$ cat config.mk
export PLATFORM = sky130hd
export DESIGN_NAME = spi_data_buffer
export DESIGN_NICKNAME = d
export VERILOG_FILES = /design/src/rtl/spi_pkg.sv /design/src/rtl/spi_rx_fifo.sv /design/src/rtl/spi_data_buffer.sv
export SDC_FILE = /design/constraint.sdc
export NUM_CORES = 1
export LEC_CHECK = 0
export ABC_AREA = 1
export ABC_CLOCK_PERIOD_IN_PS = 2200
export BUFFER_PORTS_ARGS = -buffer_cell sky130_fd_sc_hd__buf_2
export CAP_MARGIN = 20
export CORE_MARGIN = 2
export CORE_UTILIZATION = 45
export CTS_BUF_LIST = sky130_fd_sc_hd__clkbuf_4 sky130_fd_sc_hd__clkbuf_8 sky130_fd_sc_hd__clkbuf_16
export CTS_CLUSTER_DIAMETER = 50
export DETAILED_ROUTE_END_ITERATION = 6
export PLACE_DENSITY = 0.69
export SLEW_MARGIN = 15
export SYNTH_ARGS = -nofsm -noshare
export SYNTH_HDL_FRONTEND = slang
export SYNTH_SLANG_ARGS = --single-unit
$ cat constraint.sdc
create_clock -name clk_in -period 2.2 [get_ports clk_in]
set_input_delay 0 -clock clk_in [delete_from_list [all_inputs] [get_ports clk_in]]
set_output_delay 0 -clock clk_in [all_outputs]
set_load 0.01 [all_outputs]
$ cat src/rtl/spi_pkg.sv
// Shared definitions for the SPI data path: default widths, buffer FSM encodings
// and the SPI_CR1 bit positions used by spi_core and its front end.
package spi_pkg;

    localparam int DEF_DATA_W = 8;

    typedef enum logic [0:0] {
        ST_IDLE = 1'b0,
        ST_BUSY = 1'b1
    } spi_state_t;

    localparam int CR1_LSBFE = 0;
    localparam int CR1_SSOE  = 1;
    localparam int CR1_CPHA  = 2;
    localparam int CR1_CPOL  = 3;
    localparam int CR1_MSTR  = 4;
    localparam int CR1_SPTIE = 5;
    localparam int CR1_SPE   = 6;
    localparam int CR1_SPIE  = 7;

endpackage

$ cat src/rtl/spi_rx_fifo.sv
// First-word-fall-through receive FIFO. A pop frees a slot before the push in the
// same cycle, so a full FIFO that is read and written at once never overflows.
module spi_rx_fifo
    import spi_pkg::*;
#(
    parameter int DATA_W   = DEF_DATA_W,
    parameter int RX_DEPTH = 4
) (
    input  logic                        clk,
    input  logic                        flush,
    input  logic                        push,
    input  logic [DATA_W-1:0]           push_data,
    input  logic                        pop,
    output logic [DATA_W-1:0]           head,
    output logic [$clog2(RX_DEPTH):0]   count,
    output logic                        full,
    output logic                        empty,
    output logic                        overflow
);

    localparam int PTR_W = $clog2(RX_DEPTH);
    localparam int CNT_W = PTR_W + 1;

    logic [DATA_W-1:0] mem [RX_DEPTH];
    logic [PTR_W-1:0]  wr_ptr;
    logic [PTR_W-1:0]  rd_ptr;
    logic              do_push;
    logic              do_pop;

    assign empty    = (count == '0);
    assign full     = (count == CNT_W'(RX_DEPTH));
    assign do_pop   = pop & ~empty;
    assign do_push  = push & (~full | do_pop);
    assign overflow = push & full & ~do_pop;
    assign head     = empty ? '0 : mem[rd_ptr];

    always_ff @(posedge clk) begin
        if (flush) begin
            wr_ptr <= '0;
            rd_ptr <= '0;
            count  <= '0;
        end else begin
            if (do_push) wr_ptr <= wr_ptr + 1'b1;
            if (do_pop)  rd_ptr <= rd_ptr + 1'b1;
            case ({do_push, do_pop})
                2'b10:   count <= count + CNT_W'(1);
                2'b01:   count <= count - CNT_W'(1);
                default: count <= count;
            endcase
        end
    end

    // storage carries data only, so it is left out of the flush
    always_ff @(posedge clk) begin
        if (do_push && !flush) mem[wr_ptr] <= push_data;
    end

endmodule

$ cat src/rtl/spi_data_buffer.sv
// Front end for spi_core: one-byte TX holding register with launch FSM, RX FIFO
// capture on the finished edge, and the SPTEF/SPIF/overrun status and interrupt.
module spi_data_buffer
    import spi_pkg::*;
#(
    parameter int DATA_W   = DEF_DATA_W,
    parameter int RX_DEPTH = 4
) (
    input  logic                        clk_in,
    input  logic                        rst_in,
    input  logic                        spe_in,
    input  logic                        spie_in,
    input  logic                        sptie_in,
    input  logic                        bus_wr_in,
    input  logic [DATA_W-1:0]           bus_wdata_in,
    input  logic                        bus_rd_in,
    input  logic                        ovr_clr_in,
    output logic [DATA_W-1:0]           dr_rdata_out,
    output logic                        new_tx_out,
    output logic [DATA_W-1:0]           spi_dr_out,
    input  logic                        finished_in,
    input  logic [DATA_W-1:0]           shift_in,
    output logic                        sptef_out,
    output logic                        spif_out,
    output logic                        ovr_out,
    output logic [$clog2(RX_DEPTH):0]   rx_count_out,
    output logic                        tx_drop_out,
    output logic                        busy_out,
    output logic                        irq_out
);

    spi_state_t        state;
    spi_state_t        state_nxt;
    logic              flush;
    logic              finished_q;
    logic              fin_rise;
    logic              launch;
    logic              capture;
    logic              thr_accept;
    logic [DATA_W-1:0] thr;
    logic              thr_valid;
    logic              fifo_full;
    logic              fifo_empty;
    logic              fifo_overflow;

    // disabling the SPI clears everything except the edge detector
    assign flush    = rst_in | ~spe_in;
    assign fin_rise = finished_in & ~finished_q;

    always_ff @(posedge clk_in) begin
        if (rst_in) finished_q <= 1'b0;
        else        finished_q <= finished_in;
    end

    always_ff @(posedge clk_in) begin
        if (flush) state <= ST_IDLE;
        else       state <= state_nxt;
    end

    always_comb begin
        state_nxt = state;
        case (state)
            ST_IDLE: if (thr_valid) state_nxt = ST_BUSY;
            ST_BUSY: if (fin_rise)  state_nxt = ST_IDLE;
            default: state_nxt = ST_IDLE;
        endcase
    end

    always_comb begin
        launch  = 1'b0;
        capture = 1'b0;
        case (state)
            ST_IDLE: launch  = thr_valid & spe_in;
            ST_BUSY: capture = fin_rise & spe_in;
            default: ;
        endcase
    end

    // a launch empties thr in the same cycle, so a coincident write still lands
    assign thr_accept = bus_wr_in & (~thr_valid | launch);

    always_ff @(posedge clk_in) begin
        if (flush) begin
            thr_valid   <= 1'b0;
            new_tx_out  <= 1'b0;
            spi_dr_out  <= '0;
            tx_drop_out <= 1'b0;
        end else begin
            new_tx_out  <= launch;
            tx_drop_out <= bus_wr_in & ~thr_accept;
            if (launch) spi_dr_out <= thr;
            if (thr_accept)  thr_valid <= 1'b1;
            else if (launch) thr_valid <= 1'b0;
        end
    end

    always_ff @(posedge clk_in) begin
        if (thr_accept && !flush) thr <= bus_wdata_in;
    end

    spi_rx_fifo #(
        .DATA_W   (DATA_W),
        .RX_DEPTH (RX_DEPTH)
    ) u_rx_fifo (
        .clk       (clk_in),
        .flush     (flush),
        .push      (capture),
        .push_data (shift_in),
        .pop       (bus_rd_in),
        .head      (dr_rdata_out),
        .count     (rx_count_out),
        .full      (fifo_full),
        .empty     (fifo_empty),
        .overflow  (fifo_overflow)
    );

    always_ff @(posedge clk_in) begin
        if (flush)                          ovr_out <= 1'b0;
        else if (fifo_overflow & fifo_full) ovr_out <= 1'b1;
        else if (ovr_clr_in)                ovr_out <= 1'b0;
    end

    assign sptef_out = ~thr_valid;
    assign spif_out  = ~fifo_empty;
    assign busy_out  = (state == ST_BUSY);
    assign irq_out   = (spie_in & (spif_out | ovr_out)) | (sptie_in & sptef_out & spe_in);

endmodule

---- Word level (Yosys, flattened, before mapping) ----
Memories as Yosys holds them, arrays and structs flattened. A register that Yosys moved wholly into a read port is not among the register bits.
Index checks and enable logic that the tools add are counted.
word-level totals
  register bits after elaboration ......... 29
  memory bits (writable) .................. 32
  bits of input ports ..................... 25
  output and inout port bits .............. 26
  word-level logic and storage cells ...... 67
  memories kept ........................... 1
memory list
  name           words  width  rd ports  clocked after memory_dff  wr ports  line               RTL
  u_rx_fifo.mem  4      8      1         1                         1         spi_rx_fifo.sv:24  logic [DATA_W-1:0] mem [RX_DEPTH];
cells by class
  add/sub/neg operators ................... 4
  equality and inequality tests ........... 3
  muxes and demuxes ....................... 15
  bitwise logic cells ..................... 26
  reductions and logical operators ........ 7
operators with widths
  cell                 number
  $and 1x1->1          13
  $mux 1               10
  $mux 8               1
  $not 1->1            8
  $pmux 3 s2           1
  $reduce_bool 2->1    3
  $or 1x1->1           5
  $add 2x1->2 const B  2
  $mux 2               2
  $add 3x1->3 const B  1
  $eq 3x3->1 const B   1
  $logic_not 3->1      1
  $sub 3x1->3 const B  1
  $eq 2x1->1 const B   1
  $eq 2x2->1 const B   1
  $logic_and 1x1->1    2
  $pmux 1 s2           1
  $logic_not 1->1      1

---- Logic depth before layout (Yosys ltp) ----
  word-level depth ........................ 8
  depth in mapped cells ................... 14
  depth with buffers taken out ............ 14

---- Cells and area by module ----
Synthesis repeated with hierarchy kept, for this count alone.
unflattened totals
  cell total of the unflattened synthesis .. 256
  area total of the unflattened synthesis .. 2,576.2 um2
modules (own cells, without submodules)
  module           times used  cells an instance  area each (um2)  sequential area each (um2)
  spi_rx_fifo      1           163                1,762.9          1,141.1
  spi_data_buffer  1           93                 813.3            520.5

---- Worst setup path after synthesis ----
No wires, ideal clock.
  path type ............................... reg2reg
  from .................................... reg u_rx_fifo.count[2]
  to ...................................... reg u_rx_fifo.count[2]
  library setup time ...................... 0.113 ns
  arrival time ............................ 1.704 ns
  data required time ...................... 2.087 ns
  slack ................................... 0.383 ns
  cell stages (with the launch flop) ...... 14
  path buffers ............................ 0
  clock period less this slack ............ 1.817 ns
  path through ............................ dfxtp_1 -> inv_1 -> nand2_1 -> nand2_1 -> inv_1 -> ha_1 -> inv_1 -> fa_1 -> inv_1 -> nand2_1 -> nand3_1 -> nand2_1 -> nand2_1 -> nor2_1
on the way
  cells in the longest elaborated chain, start to end .. 7
  elaborated cells between the ends (all ways) .. 13
  those cells by class .................... add/sub: 2; eq/ne: 3; mux: 1; bitwise: 5; reduce/logical: 2
ends and longest elaborated chain
  element                                                 line                   RTL
  start: declaration                                      spi_rx_fifo.sv:15      output logic [$clog2(RX_DEPTH):0] count,
  start signal: assignment                                spi_rx_fifo.sv:46      2'b10: count <= count + CNT_W'(1);
  start signal: assignment                                spi_rx_fifo.sv:47      2'b01: count <= count - CNT_W'(1);
  start signal: assignment                                spi_rx_fifo.sv:48      default: count <= count;
  $logic_not 3->1 *                                       spi_rx_fifo.sv:30      assign empty = (count == '0);
  $not 1->1 *                                             -
  net spif_out                                            spi_data_buffer.sv:24  output logic spif_out,
  $and 1x1->1 *                                           spi_rx_fifo.sv:32      assign do_pop = pop & ~empty;
  net u_rx_fifo.do_pop                                    spi_rx_fifo.sv:28      logic do_pop;
  $or 1x1->1                                              spi_rx_fifo.sv:33      assign do_push = push & (~full | do_pop);
  $and 1x1->1                                             spi_rx_fifo.sv:33
  $eq 2x1->1 / $eq 2x2->1 (equally long branches)         spi_rx_fifo.sv:45      case ({do_push, do_pop})
  $pmux 3 s2 / $reduce_bool 2->1 (equally long branches)  -
The timed path passes the listed nets; every way through them passes the cells marked *.
A chain may end at the register's enable or synchronous reset.

---- Worst setup path in the final report ----
  from .................................... reg u_rx_fifo.count[2]
  to ...................................... reg u_rx_fifo.count[2]
on the way
  cells in the longest elaborated chain, start to end .. 7
  elaborated cells between the ends (all ways) .. 13
  those cells by class .................... add/sub: 2; eq/ne: 3; mux: 1; bitwise: 5; reduce/logical: 2
ends and longest elaborated chain
  element                                                 line
  $logic_not 3->1 *                                       spi_rx_fifo.sv:30
  $not 1->1 *                                             spi_rx_fifo.sv:32
  $and 1x1->1 *                                           spi_rx_fifo.sv:32
  net u_rx_fifo.do_pop                                    spi_rx_fifo.sv:28
  $or 1x1->1                                              spi_rx_fifo.sv:33
  $and 1x1->1                                             spi_rx_fifo.sv:33
  $eq 2x1->1 / $eq 2x2->1 (equally long branches)         spi_rx_fifo.sv:45
  $pmux 3 s2 / $reduce_bool 2->1 (equally long branches)  -
Marked as above.

==> run summary <==
Max FO, Critical Path: 6
final hold violation count: 0
Ports: 51
clock network power share: 37.4%
clock root buffer: clkbuf_8
Peak VDD IR: 0.428 mV
Flop pwr share: 57.7%
first-pass iteration count of the detailed router: 4
count leader, synth: nor2_1
final setup fails: 0
port buffer count: 50
synth cell count leaders: 65 x nor2_1, 40 x edfxtp_1, 26 x o21ai_0
number of diodes: 0
total nets after synthesis: 275
Clock Path Buffers: 2
Initial Util: 46.1%
number of synthesized register bits: 63
Fin Setup TNS: 0 ps
layout cell share with drive strength beyond 1: 23.4%
MaxCap Viol Count: 0
DRC viols: 0
crit share post-route: 86.0%
pre-CTS setup slack: 348 ps
startpoint types: flip-flop
critical path class: reg2reg
mapped cell area: 0.00252 mm²
Synth area leaders: edfxtp_1 48%, dfxtp_1 18%, nor2_1 9.7%
total track usage: 17.2%
status: finished, final reports clean
Worst Setup End Kind: flip-flop
RD Place Congestion: 0.813
CP dominant cell by count: nand2_1
Die Y: 78.9 µm
internal power: 0.00174 W
Slew @ Worst Pin: 611 ps
Critical Path Source: u_rx_fifo.count[2]
Worst Path Buf+Inv: 3
Largest stage delay, worst path: 390 ps
synth warn: 0
WL per Instance: 12.2 µm
Num CTS Buffers: 9
final wirelength: 4900 µm
Sw Share: 21.0%
initial antenna violation count: 0
Psw: 0.000465 W
Slew Viols, Final: 0
Iteration-0 DRC Markers: 77
ANT nets after route: 0
clk_skew: 6.10 ps
Worst Slack Setup Final: 307 ps
Die X: 78.9 µm
Synth Instances: 244
Worst Hold Launch: ovr_clr_in
die area: 0.00623 mm²
RSZ-0062 raised after global routing: false
Synth Area per Inst: 10.3 µm²
cell row count: 27
cell taking the most area after synthesis: edfxtp_1
cells along the critical path: inv_1, nand2_1, nand2_1, inv_1, ha_1, inv_1, fa_1, nand2_1, nand3_1, nand2_1, nand2_1, nor2_1
Max H-tree Level: 3
largest net degree at the start of global routing: 19
final worst path period need: 1890 ps
clock insertion delay at the later pin of the skew report: 330 ps
critical path's slowest cell: fa_1
Worst-path clk slew: 70 ps
Placed Area: 0.00285 mm²
first-pass GRT wire length: 7980 µm
Clock Sinks: 63
fmax: 0.528 GHz
R2R Path Start: u_rx_fifo.count[2]
CP delay by family, top: simple AND/OR/NAND/NOR gates
post-CTS sizing: 0
Comb power frac: 4.9%
CP required: 2470 ps
share of the synthesized area in the top cell type: 47.6%
grt ovf: 0
placed wire-length estimate: 3060 µm
vias: 1885
post-synthesis sequential area ratio: 65.8%
vias per cell: 4.70
# fillers: 475
number of synthesized flops with an enable pin: 40
design area: 0.00322 mm²
post-layout util: 58.8%
ys async rst share: 0%
vias in the first global route: 1777
P per Cell Area: 687 mW/mm²
Worst Hold Class: in2reg
Static Leak: 1.35 nW
Worst slew margin: 59.2%
core area: 0.00547 mm²
Layout Nets: 355
Synth cell types: 21
P&R area growth vs syn: 27.4%
CTS tree: built
arrival time of the worst setup path: 2160 ps
Most used DFF post-synth: edfxtp_1
==> state kept, by name, indices dropped and copies added, names as in the netlist, named ones only <==
| signal | count |
|---|---|
| u_rx_fifo.count | 3 |
| thr_valid | 1 |
| thr | 8 |
| spi_dr_out | 8 |
| finished_q | 1 |
| busy_out | 1 |
| u_rx_fifo.rd_ptr | 2 |
| new_tx_out | 1 |
| tx_drop_out | 1 |
| ovr_out | 1 |
| u_rx_fifo.mem | 32 |
| u_rx_fifo.wr_ptr | 2 |
==> worst paths after layout <==
kind | depth (start not counted) | slack [ps] | endpoint
max | 12 | 310 | u_rx_fifo.count[2]
min reg2reg | 2 | 480 | spi_dr_out[2]
max reg2reg | 12 | 310 | u_rx_fifo.count[2]
min | 4 | 20 | ovr_out
==> final cells by class <==
class                      instances  area, µm²  share of cell area, %
sequential                        63       1660                   51.7
multi-input combinational        148        711                   22.1
timing repair buffer              75        488                   15.2
clock buffer                      11        139                   4.32
inverter                          27        101                   3.15
tap                               72       90.1                   2.80
clock inverter                     5       25.0                  0.778
==> worst min-delay path, cell delays in order <==
cell and delay (ps):
buf_2 70, nor2_1 40, a21oi_1 130, nor2_1 50
==> placed cells by master (no fill, tap or decap), drive strengths merged <==
cell | Yosys | final
o21ai | 28 | 28
dlygate4sd3 | 0 | 20
o211a | 1 | 1
edfxtp | 40 | 40
inv | 27 | 27
nand2 | 20 | 20
nand3 | 8 | 8
nor2 | 69 | 69
buf | 5 | 55
a21oi | 15 | 15
dfxtp | 23 | 23
nand4 | 1 | 1
clkinv | 0 | 4
fa | 1 | 1
clkbuf | 1 | 11
clkinvlp | 0 | 1
ha | 5 | 5
==> power groups by stage <==
stage	clock (W)	sequential [W]	combinational, W
6_report	0.000827	0.00128	0.000107
3_3_place_gp	0	0.00130	0.0000790
5_1_grt	0.000914	0.00128	0.000119
4_1_cts	0.000853	0.00127	0.000107
3_5_place_dp	0	0.00130	0.0000796
2_1_floorplan	0	0.00130	0.0000346
==> kinds of logic (layout without fill, tap and decap cells) <==
| family | after synthesis | count (layout) | share of synthesized area (%) |
|---|---|---|---|
| simple gates | 98 | 98 | 16.0 |
| flops | 63 | 63 | 65.8 |
| compound gates | 44 | 44 | 8.92 |
| buf+inv | 33 | 118 | 6.05 |
| fa+ha+maj | 6 | 6 | 3.27 |
==> layer usage <==
metal	track usage (%)	routed length (µm)
met3	3.86	212
met4	10.0	106
met5	0	0
met2	30.9	2580
met1	18.6	2000
==> stage by stage <==
step,hold WS [ps],total power [W],cells
after CTS,5.18,0.00223,401
final,17.1,0.00221,401
after detailed placement,179,0.00138,365
after global routing,36.5,0.00231,401
after global placement,177,0.00138,365
after floorplan,71.2,0.00134,244
==> repair_timing <==
action / CTS / global route
buffers inserted: 0 / 0
hold buffers: 20 / 0
hold endpoints to repair: 45 / 0
No activity file was read; power rests on OpenSTA's default activity.
